## config.mk

```make
export PLATFORM = sky130hd
export DESIGN_NAME = seq_divider
export DESIGN_NICKNAME = d
export VERILOG_FILES = /design/src/rtl/seq_divider_pkg.sv /design/src/rtl/seq_divider_div_step.sv /design/src/rtl/seq_divider.sv
export SDC_FILE = /design/constraint.sdc
export NUM_CORES = 1
export LEC_CHECK = 0
export ABC_CLOCK_PERIOD_IN_PS = 14900
export CAP_MARGIN = 20
export CORE_MARGIN = 2
export CORE_UTILIZATION = 34
export CTS_BUF_LIST = sky130_fd_sc_hd__clkbuf_4
export DETAILED_ROUTE_END_ITERATION = 6
export PLACE_DENSITY_LB_ADDON = 0.12
export SLEW_MARGIN = 25
export SYNTH_ARGS = -nofsm -noshare
export SYNTH_HDL_FRONTEND = slang
export SYNTH_SLANG_ARGS = --single-unit
```

## constraint.sdc

```tcl
create_clock -name clk -period 14.9 [get_ports clk]
set_input_delay 2.98 -clock clk [delete_from_list [all_inputs] [get_ports clk]]
set_output_delay 2.98 -clock clk [all_outputs]
set_load 0.03 [all_outputs]
```

## src/rtl/seq_divider_pkg.sv

```systemverilog
// Shared definitions for the sequential restoring divider: default operand
// width and the controller state encoding.
package seq_divider_pkg;

  localparam int DEFAULT_WIDTH = 16;

  typedef enum logic [1:0] {
    ST_IDLE = 2'd0,
    ST_RUN  = 2'd1,
    ST_FIN  = 2'd2
  } state_t;

endpackage

```

## src/rtl/seq_divider_div_step.sv

```systemverilog
// One restoring-division iteration: shift the next dividend bit into the
// partial remainder, trial-subtract the divisor, and keep or restore.
module div_step
  import seq_divider_pkg::*;
#(
  parameter int WIDTH = DEFAULT_WIDTH
) (
  input  logic [WIDTH-1:0] r,
  input  logic             q_msb,
  input  logic [WIDTH-1:0] divisor,
  output logic [WIDTH-1:0] r_next,
  output logic             q_bit,
  output logic             borrow
);

  // The partial remainder entering an iteration is always below the divisor,
  // so its top bit is zero and only WIDTH bits are carried between steps.
  // The trial difference itself is formed WIDTH+1 bits wide.
  logic [WIDTH:0] shifted;
  logic [WIDTH:0] sub_b;
  logic [WIDTH:0] diff;
  logic [WIDTH:0] carry;

  assign shifted  = {r, q_msb};
  assign sub_b    = ~{1'b0, divisor};
  assign carry[0] = 1'b1;

  // Ripple add of the inverted divisor with carry-in 1 (two's complement subtract).
  for (genvar i = 0; i <= WIDTH; i++) begin : g_ripple
    assign diff[i] = shifted[i] ^ sub_b[i] ^ carry[i];
    if (i < WIDTH) begin : g_carry
      assign carry[i+1] = (shifted[i] & sub_b[i]) | (shifted[i] & carry[i]) |
                          (sub_b[i] & carry[i]);
    end
  end

  // A set sign bit means the divisor did not fit: restore the shifted value.
  assign borrow = diff[WIDTH];
  assign q_bit  = ~diff[WIDTH];
  assign r_next = borrow ? shifted[WIDTH-1:0] : diff[WIDTH-1:0];

endmodule

```

## src/rtl/seq_divider.sv

```systemverilog
// Multi-cycle unsigned restoring divider. Operands are captured on an
// accepted start, one quotient bit is resolved per clock, and results are
// registered with a one-cycle done pulse.
module seq_divider
  import seq_divider_pkg::*;
#(
  parameter int WIDTH = DEFAULT_WIDTH
) (
  input  logic             clk,
  input  logic             rst_n,
  input  logic             start,
  input  logic [WIDTH-1:0] dividend,
  input  logic [WIDTH-1:0] divisor,
  output logic             busy,
  output logic             done,
  output logic [WIDTH-1:0] quotient,
  output logic [WIDTH-1:0] remainder,
  output logic             div_by_zero
);

  localparam int               CNT_W     = $clog2(WIDTH);
  localparam logic [CNT_W-1:0] LAST_ITER = CNT_W'(WIDTH - 1);

  state_t           state;
  state_t           next_state;
  logic [CNT_W-1:0] count;
  logic             zero_flag;
  logic             accept;

  logic [WIDTH-1:0] rem_acc;
  logic [WIDTH-1:0] quo_acc;
  logic [WIDTH-1:0] div_reg;

  logic [WIDTH-1:0] step_r;
  logic             step_q;
  logic             unused_borrow;

  // A request is taken when idle or while finishing (back-to-back); never in RUN.
  assign accept = start && ((state == ST_IDLE) || (state == ST_FIN));
  assign busy   = (state != ST_IDLE);

  // The quotient bit already encodes the borrow, so the borrow output is not needed here.
  div_step #(
    .WIDTH(WIDTH)
  ) u_step (
    .r      (rem_acc),
    .q_msb  (quo_acc[WIDTH-1]),
    .divisor(div_reg),
    .r_next (step_r),
    .q_bit  (step_q),
    .borrow (unused_borrow)
  );

  // State register.
  always_ff @(posedge clk) begin
    if (!rst_n) begin
      state <= ST_IDLE;
    end else begin
      state <= next_state;
    end
  end

  // Next-state logic; a zero divisor skips the iterations and goes straight to FIN.
  always_comb begin
    next_state = state;
    unique case (state)
      ST_IDLE: begin
        if (start) begin
          next_state = (divisor == '0) ? ST_FIN : ST_RUN;
        end
      end
      ST_RUN: begin
        if (count == LAST_ITER) begin
          next_state = ST_FIN;
        end
      end
      ST_FIN: begin
        if (start) begin
          next_state = (divisor == '0) ? ST_FIN : ST_RUN;
        end else begin
          next_state = ST_IDLE;
        end
      end
      default: next_state = ST_IDLE;
    endcase
  end

  // Control and result registers: iteration count, done pulse and held outputs.
  always_ff @(posedge clk) begin
    if (!rst_n) begin
      count       <= '0;
      zero_flag   <= 1'b0;
      done        <= 1'b0;
      quotient    <= '0;
      remainder   <= '0;
      div_by_zero <= 1'b0;
    end else begin
      done <= (state == ST_FIN);
      // Publishing the finished result takes priority over clearing the flag
      // for a request accepted in the same FIN cycle.
      if (state == ST_FIN) begin
        quotient    <= quo_acc;
        remainder   <= rem_acc;
        div_by_zero <= zero_flag;
      end else if (accept) begin
        div_by_zero <= 1'b0;
      end
      if (accept) begin
        count     <= '0;
        zero_flag <= (divisor == '0);
      end else if (state == ST_RUN) begin
        count <= count + CNT_W'(1);
      end
    end
  end

  // Working registers: operand capture on accept, one shift-subtract step per RUN cycle.
  always_ff @(posedge clk) begin
    if (accept) begin
      div_reg <= divisor;
      if (divisor == '0) begin
        quo_acc <= '1;
        rem_acc <= dividend;
      end else begin
        quo_acc <= dividend;
        rem_acc <= '0;
      end
    end else if (state == ST_RUN) begin
      rem_acc <= step_r;
      quo_acc <= {quo_acc[WIDTH-2:0], step_q};
    end
  end

endmodule

```

Word level (Yosys, flattened, before mapping) --
Cells that the tools add are included.
Word-level totals: flip-flop bits (word level) 89, latch bits 0, bits in writable memories 0, bits in read-only memories 0, input bits 35, output and inout bits 35, word-level logic and storage cells 154, memories 0
Cells by class: $add $sub $neg 1, multipliers 0, div/mod/pow operators 0, $lt $le $gt $ge 0, equality and inequality tests 5, shifts and indexed selects 0, muxes and demuxes 14, bitwise gates (word level) 115, reduce and logical (&&, ||, !) cells 9
Operators with widths (number):
- $mux 16 | 7
- $and 1x1->1 | 46
- $xor 1x1->1 | 33
- $or 1x1->1 | 32
- $not 16->17 | 1
- $logic_not 16->1 | 1
- $mux 2 | 4
- $pmux 2 s3 | 1
- $reduce_bool 2->1 | 3
- $add 4x1->4 const B | 1
- $eq 4x4->1 const B | 1
- $ne 2x2->1 const B | 2
- $not 1->1 | 3
- $eq 2x1->1 const B | 1
- $eq 2x2->1 const B | 1
- $logic_not 2->1 | 1
- $mux 1 | 2
- $reduce_and 2->1 | 1
- $reduce_or 2->1 | 1
- $logic_and 1x1->1 | 1
- $logic_or 1x1->1 | 1

Logic depth before layout (Yosys ltp) --
depth after elaboration 53, gate-level depth with buffers 21

Hierarchy --
Synthesis repeated with hierarchy kept, for this count alone.
Second synthesis, totals: cells, all modules 292, area, all modules 3907.5 µm²
Modules (own cells, without submodules):
- seq_divider | times used 1, cells each 242, area an instance 3338.2 µm²
- div_step | times used 1, cells each 50, area an instance 569.3 µm²

Worst setup path before layout --
No wires, ideal clock.
path type register to register, start register div_reg[0], end register rem_acc[14] (data pin), data arrival time 7018 ps, required time 14639 ps, setup slack 7622 ps, cell stages (with the launch flop) 21, cells stage by stage edfxtp_1 ha_1 fa_1 fa_1 fa_1 fa_1 fa_1 fa_1 fa_1 fa_1 fa_1 fa_1 fa_1 fa_1 fa_1 fa_1 fa_1 xnor2_4 buf_6 mux2i_1 o2bb2ai_1
Between the ends: cells in the longest elaborated chain, start to end 53, elaborated cells between the ends (all ways) 69, classes of those cells 3 x mux; 66 x bitwise
RTL lines:
- start: declaration | line seq_divider.sv:32 | logic [WIDTH-1:0] div_reg;
- start signal: assignment | line seq_divider.sv:120 | div_reg <= divisor;
- $not 16->17 * | line seq_divider_div_step.sv:25 | assign sub_b = ~{1'b0, divisor};
- $and 1x1->1 | line seq_divider_div_step.sv:32 | assign carry[i+1] = (shifted[i] & sub_b[i]) | (shifted[i] & carry[i]) |
- $or 1x1->1 | line seq_divider_div_step.sv:32
- $or 1x1->1 * | line seq_divider_div_step.sv:32
- $and 1x1->1 | line seq_divider_div_step.sv:32
- $or 1x1->1 | line seq_divider_div_step.sv:32
- $or 1x1->1 * | line seq_divider_div_step.sv:32
- $and 1x1->1 | line seq_divider_div_step.sv:32
- [... 35 more ...]
- $and 1x1->1 | line seq_divider_div_step.sv:32
- $or 1x1->1 (2 in a row) | line seq_divider_div_step.sv:32
- $and 1x1->1 | line seq_divider_div_step.sv:32
- $or 1x1->1 (2 in a row) | line seq_divider_div_step.sv:32
- $xor 1x1->1 | line seq_divider_div_step.sv:30 | assign diff[i] = shifted[i] ^ sub_b[i] ^ carry[i];
- $mux 16 * | line seq_divider_div_step.sv:40 | assign r_next = borrow ? shifted[WIDTH-1:0] : diff[WIDTH-1:0];
- $mux 16 * | line seq_divider.sv:128 | end else if (state == ST_RUN) begin
- $mux 16 * | line seq_divider.sv:119 | if (accept) begin
- end signal: assignment | line seq_divider.sv:123 | rem_acc <= dividend;
- end signal: assignment | line seq_divider.sv:129 | rem_acc <= step_r;
- end: declaration | line seq_divider.sv:30 | logic [WIDTH-1:0] rem_acc;
Every way passes the cells marked *; elsewhere a longest branch is shown, timed or not. The select of a mux whose other input is x is not followed. A chain may end at the register's enable or synchronous reset.

Final worst setup path --
start register quo_acc[15], end register rem_acc[1] (data pin)
Between the ends: cells in the longest elaborated chain, start to end 52, elaborated cells between the ends (all ways) 68, classes of those cells 3 x mux; 65 x bitwise
RTL lines:
- start: declaration | line seq_divider.sv:31 | logic [WIDTH-1:0] quo_acc;
- start signal: assignment | line seq_divider.sv:125 | quo_acc <= dividend;
- start signal: assignment | line seq_divider.sv:130 | quo_acc <= {quo_acc[WIDTH-2:0], step_q};
- $and 1x1->1 | line seq_divider_div_step.sv:32
- $or 1x1->1 * (2 in a row) | line seq_divider_div_step.sv:32
- $and 1x1->1 | line seq_divider_div_step.sv:32
- $or 1x1->1 (2 in a row) | line seq_divider_div_step.sv:32
- $and 1x1->1 | line seq_divider_div_step.sv:32
- $or 1x1->1 (2 in a row) | line seq_divider_div_step.sv:32
- $and 1x1->1 | line seq_divider_div_step.sv:32
- $or 1x1->1 (2 in a row) | line seq_divider_div_step.sv:32
- [... 30 more ...]
- $and 1x1->1 | line seq_divider_div_step.sv:32
- $or 1x1->1 (2 in a row) | line seq_divider_div_step.sv:32
- $and 1x1->1 | line seq_divider_div_step.sv:32
- $or 1x1->1 (2 in a row) | line seq_divider_div_step.sv:32
- $xor 1x1->1 | line seq_divider_div_step.sv:30
- $mux 16 * | line seq_divider_div_step.sv:40
- $mux 16 * | line seq_divider.sv:128
- $mux 16 * | line seq_divider.sv:119
Marks and branches as above.

==> impl_metrics.ini <==
[status]
status = completed

[routing]
drt_pre_antenna_iters = 4
route.detailed.drc = 0
dr_total_vias = 2343
violation_count_after_the_first_detailed_route_iteration = 107
postRouteWirelength_mm = 8.02
wire_per_inst_um = 16.4
vias_per_cell = 4.78
ant_nets = 0

[power]
power.share.sequential_pct = 46.4
power_switching_share_pct = 29.6
cellPowerDensity_nw_per_um2 = 146
switchingPower_uw = 209
vdd.ir_drop.worst_v = 0.0000703
internal_power_uw = 499
p_leak_nw = 1.75
totalPowerFinal_uw = 708
clock_group_share_of_total_power_pct = 23.9
p_comb_share_pct = 29.7

[clock_network]
maximum_buffer_depth_of_the_clock_tree = 2
clock_tree_from_tritoncts = done
clkTransAtPathRegs_ns = 0.14
tritoncts.num_buffers = 9
clock_tree.htree_level_count = 3
cts.repair_timing.setup_buffer_count = 0
clock_latency_ns = 0.45
cts.sinks = 89
cts_root_buffer = clkbuf_4
hold_buffers = 0
post_cts.resized_instances = 0

[timing]
final_min_period_over_clock_period_pct = 52.3
period_minus_slack_ns = 7.79
rsz0062_at_grt = false
worst_clock_skew_ns = 0.0234
timing.slew.headroom_pct = 36.9
fin_setup_tns_ns = 0
timing.fmax_mhz = 128
worstMarginPinSlew_ns = 0.947
final_hold_viol_count = 0
slew_viol_final = 0
finalSetupViolations = 0

[global_routing]
grt_pass1_wl_mm = 13.2
maximum_number_of_pins_on_one_net_before_global_route_repair = 52
grt_pass1_vias = 2408
grt_use_total_pct = 13.9
number_of_antenna_violations_at_the_first_check_in_global_routing = 0
globalRoute.totalOverflow = 0

[logic_synthesis]
synthDistinctLibCells = 36
avgSynthCellArea_um2 = 14.1
syn-num-nets = 328
synth-async-reset-ratio_pct = 0
synth_area_um2 = 3880
yosysWarnings = 0
yosys_most_used_dff = edfxtp_1
ys_ff_latch = 89
syn-instance-count = 276
synth_enable_flop_cells = 48
synth_seq_area_share_pct = 58.3

[placement]
gp_routability_congestion = 0.734
area_of_placed_instances_um2 = 4650
port-buffer-count = 69
place_hpwl_mm = 5.69
place.detailed.instances = 474

[critical_path]
cell_family_with_most_cp_delay = adder cells
worstRegToRegCells = 20
critical_path_rt_ns = 15.10
crit_arrival_ns = 7.99
max_stage_delay_ns = 0.62
criticalPathCategory = reg -> reg
cp_num_buf_inv = 1
worstPathMaxFanout = 17
crit_cells = 20
critical_path.most_common_cell = fa_1
crit_slowest_cell = xnor2_4
cp_cell_sequence = inv_1 -> ha_1 -> fa_1 -> fa_1 -> fa_1 -> fa_1 -> fa_1 -> fa_1 -> fa_1 -> fa_1 -> fa_1 -> fa_1 -> fa_1 -> fa_1 -> fa_1 -> fa_1 -> fa_1 -> xnor2_4 -> mux2i_1 -> o2bb2ai_1
cp-end-kind = register
worstSetupStartpointType = register

[floorplanning]
fp.dieArea_um2 = 12300
floorplan.core_area_um2 = 11300
placement_rows = 39
initial_core_util_pct = 34.4
die_h_um = 111
io-pin-count = 70
die_width_um = 111

[finish]
finish.utilization_pct = 42.9
commonest_non_fill_non_tap_cell_in_the_layout = clkdlybuf4s50_1
post-route-cell-area_um2 = 4840
post_route_cells_drive_above_1_share_pct = 8.36
final_cells = 490
insertedDiodeCount = 0
layout_common_cells = clkdlybuf4s50_1 (69), edfxtp_1 (48), dfxtp_1 (41), a22o_1 (32), nand2_1 (24)
syn2layout_area_growth_pct = 24.6
final.fill_count = 1069
net_count_final = 394

[job]
drv.max_cap_violation_count = 0

[min_path]
hold_path_class = reg -> reg
min_delay_path_depth = 2
-- power groups by stage --
stage          Combinational, mW  Sequential [mW]  Clock, mW
2_1_floorplan              0.178            0.324          0
3_3_place_gp               0.210            0.336          0
3_5_place_dp               0.215            0.334          0
4_1_cts                    0.214            0.330      0.172
5_1_grt                    0.240            0.333      0.183
6_report                   0.210            0.329      0.169
-- worst reg2reg max path, stage by stage (launching register included) --
cell and delay [ns]:
edfxtp_1 0.37, inv_1 0.06, ha_1 0.19, fa_1 0.39, fa_1 0.39, fa_1 0.39, fa_1 0.40, fa_1 0.40
fa_1 0.39, fa_1 0.39, fa_1 0.40, fa_1 0.39, fa_1 0.42, fa_1 0.41, fa_1 0.39, fa_1 0.39
fa_1 0.39, fa_1 0.46, xnor2_4 0.62, mux2i_1 0.18, o2bb2ai_1 0.16
-- metal layers --
metal	wire (µm)	up-vias	track usage (%)
li1	-	1168	-
met1	4160	1115	20.0
met2	3400	54	20.0
met3	362	6	3.72
met4	103	0	5.00
met5	0	-	0
-- cell usage after synthesis, drive strengths merged, types with 2 or more instances --
master | instances | area [µm²]
edfxtp | 48 | 1440
dfxtp | 41 | 821
a22o | 32 | 280
nand2 | 24 | 90.1
inv | 17 | 66.3
buf | 16 | 119
mux2i | 16 | 160
o22a | 16 | 140
o2bb2ai | 16 | 146
fa | 15 | 300
nor4 | 4 | 85.1
a21oi | 3 | 15.0
nor2 | 3 | 11.3
nor2b | 3 | 18.8
o21ai | 3 | 15.0
a21boi | 2 | 15.0
ha | 2 | 25.0
nand2b | 2 | 12.5
nand3 | 2 | 10.0
xnor2 | 2 | 36.3
-- cell families (layout without fill, tap and decap cells) --
| group | after synthesis | in the layout | synth area share (%) |
|---|---|---|---|
| xor gates and xnor gates | 3 | 3 | 1.16 |
| DFF | 89 | 89 | 58.3 |
| muxes | 16 | 16 | 4.12 |
| and+or+nand+nor | 43 | 43 | 6.86 |
| buffers and inverters | 34 | 105 | 4.87 |
| adders and majority gates | 17 | 17 | 8.38 |
| AOI/OAI and AO/OA | 74 | 74 | 16.3 |
-- cell type report --
type | count | area [µm²] | share of cell area, %
multi-input cells | 153 | 1430 | 29.7
clock inverters | 6 | 106 | 2.20
clock buffers | 10 | 75.1 | 1.55
flip-flops and latches | 89 | 2260 | 46.8
well taps | 143 | 179 | 3.70
inverters | 17 | 66.3 | 1.37
repair buffers | 72 | 713 | 14.7
-- stage by stage --
stage / setup WS [ns] / hold slack [ns]
floorplan: 7.62 / 0.438
global placement: 7.16 / 0.462
detailed placement: 7.07 / 0.466
CTS: 7.07 / 0.490
global route: 6.79 / 0.510
finish: 7.11 / 0.484
-- final timing paths --
check | startpoint | endpoint | slack (ns)
worst max register to register | quo_acc[15] | rem_acc[1] | 7.11
worst max-delay path | quo_acc[15] | rem_acc[1] | 7.11
worst min register to register | zero_flag | div_by_zero | 0.48
worst min-delay path | zero_flag | div_by_zero | 0.48
Power figures use the tool's default switching activity.
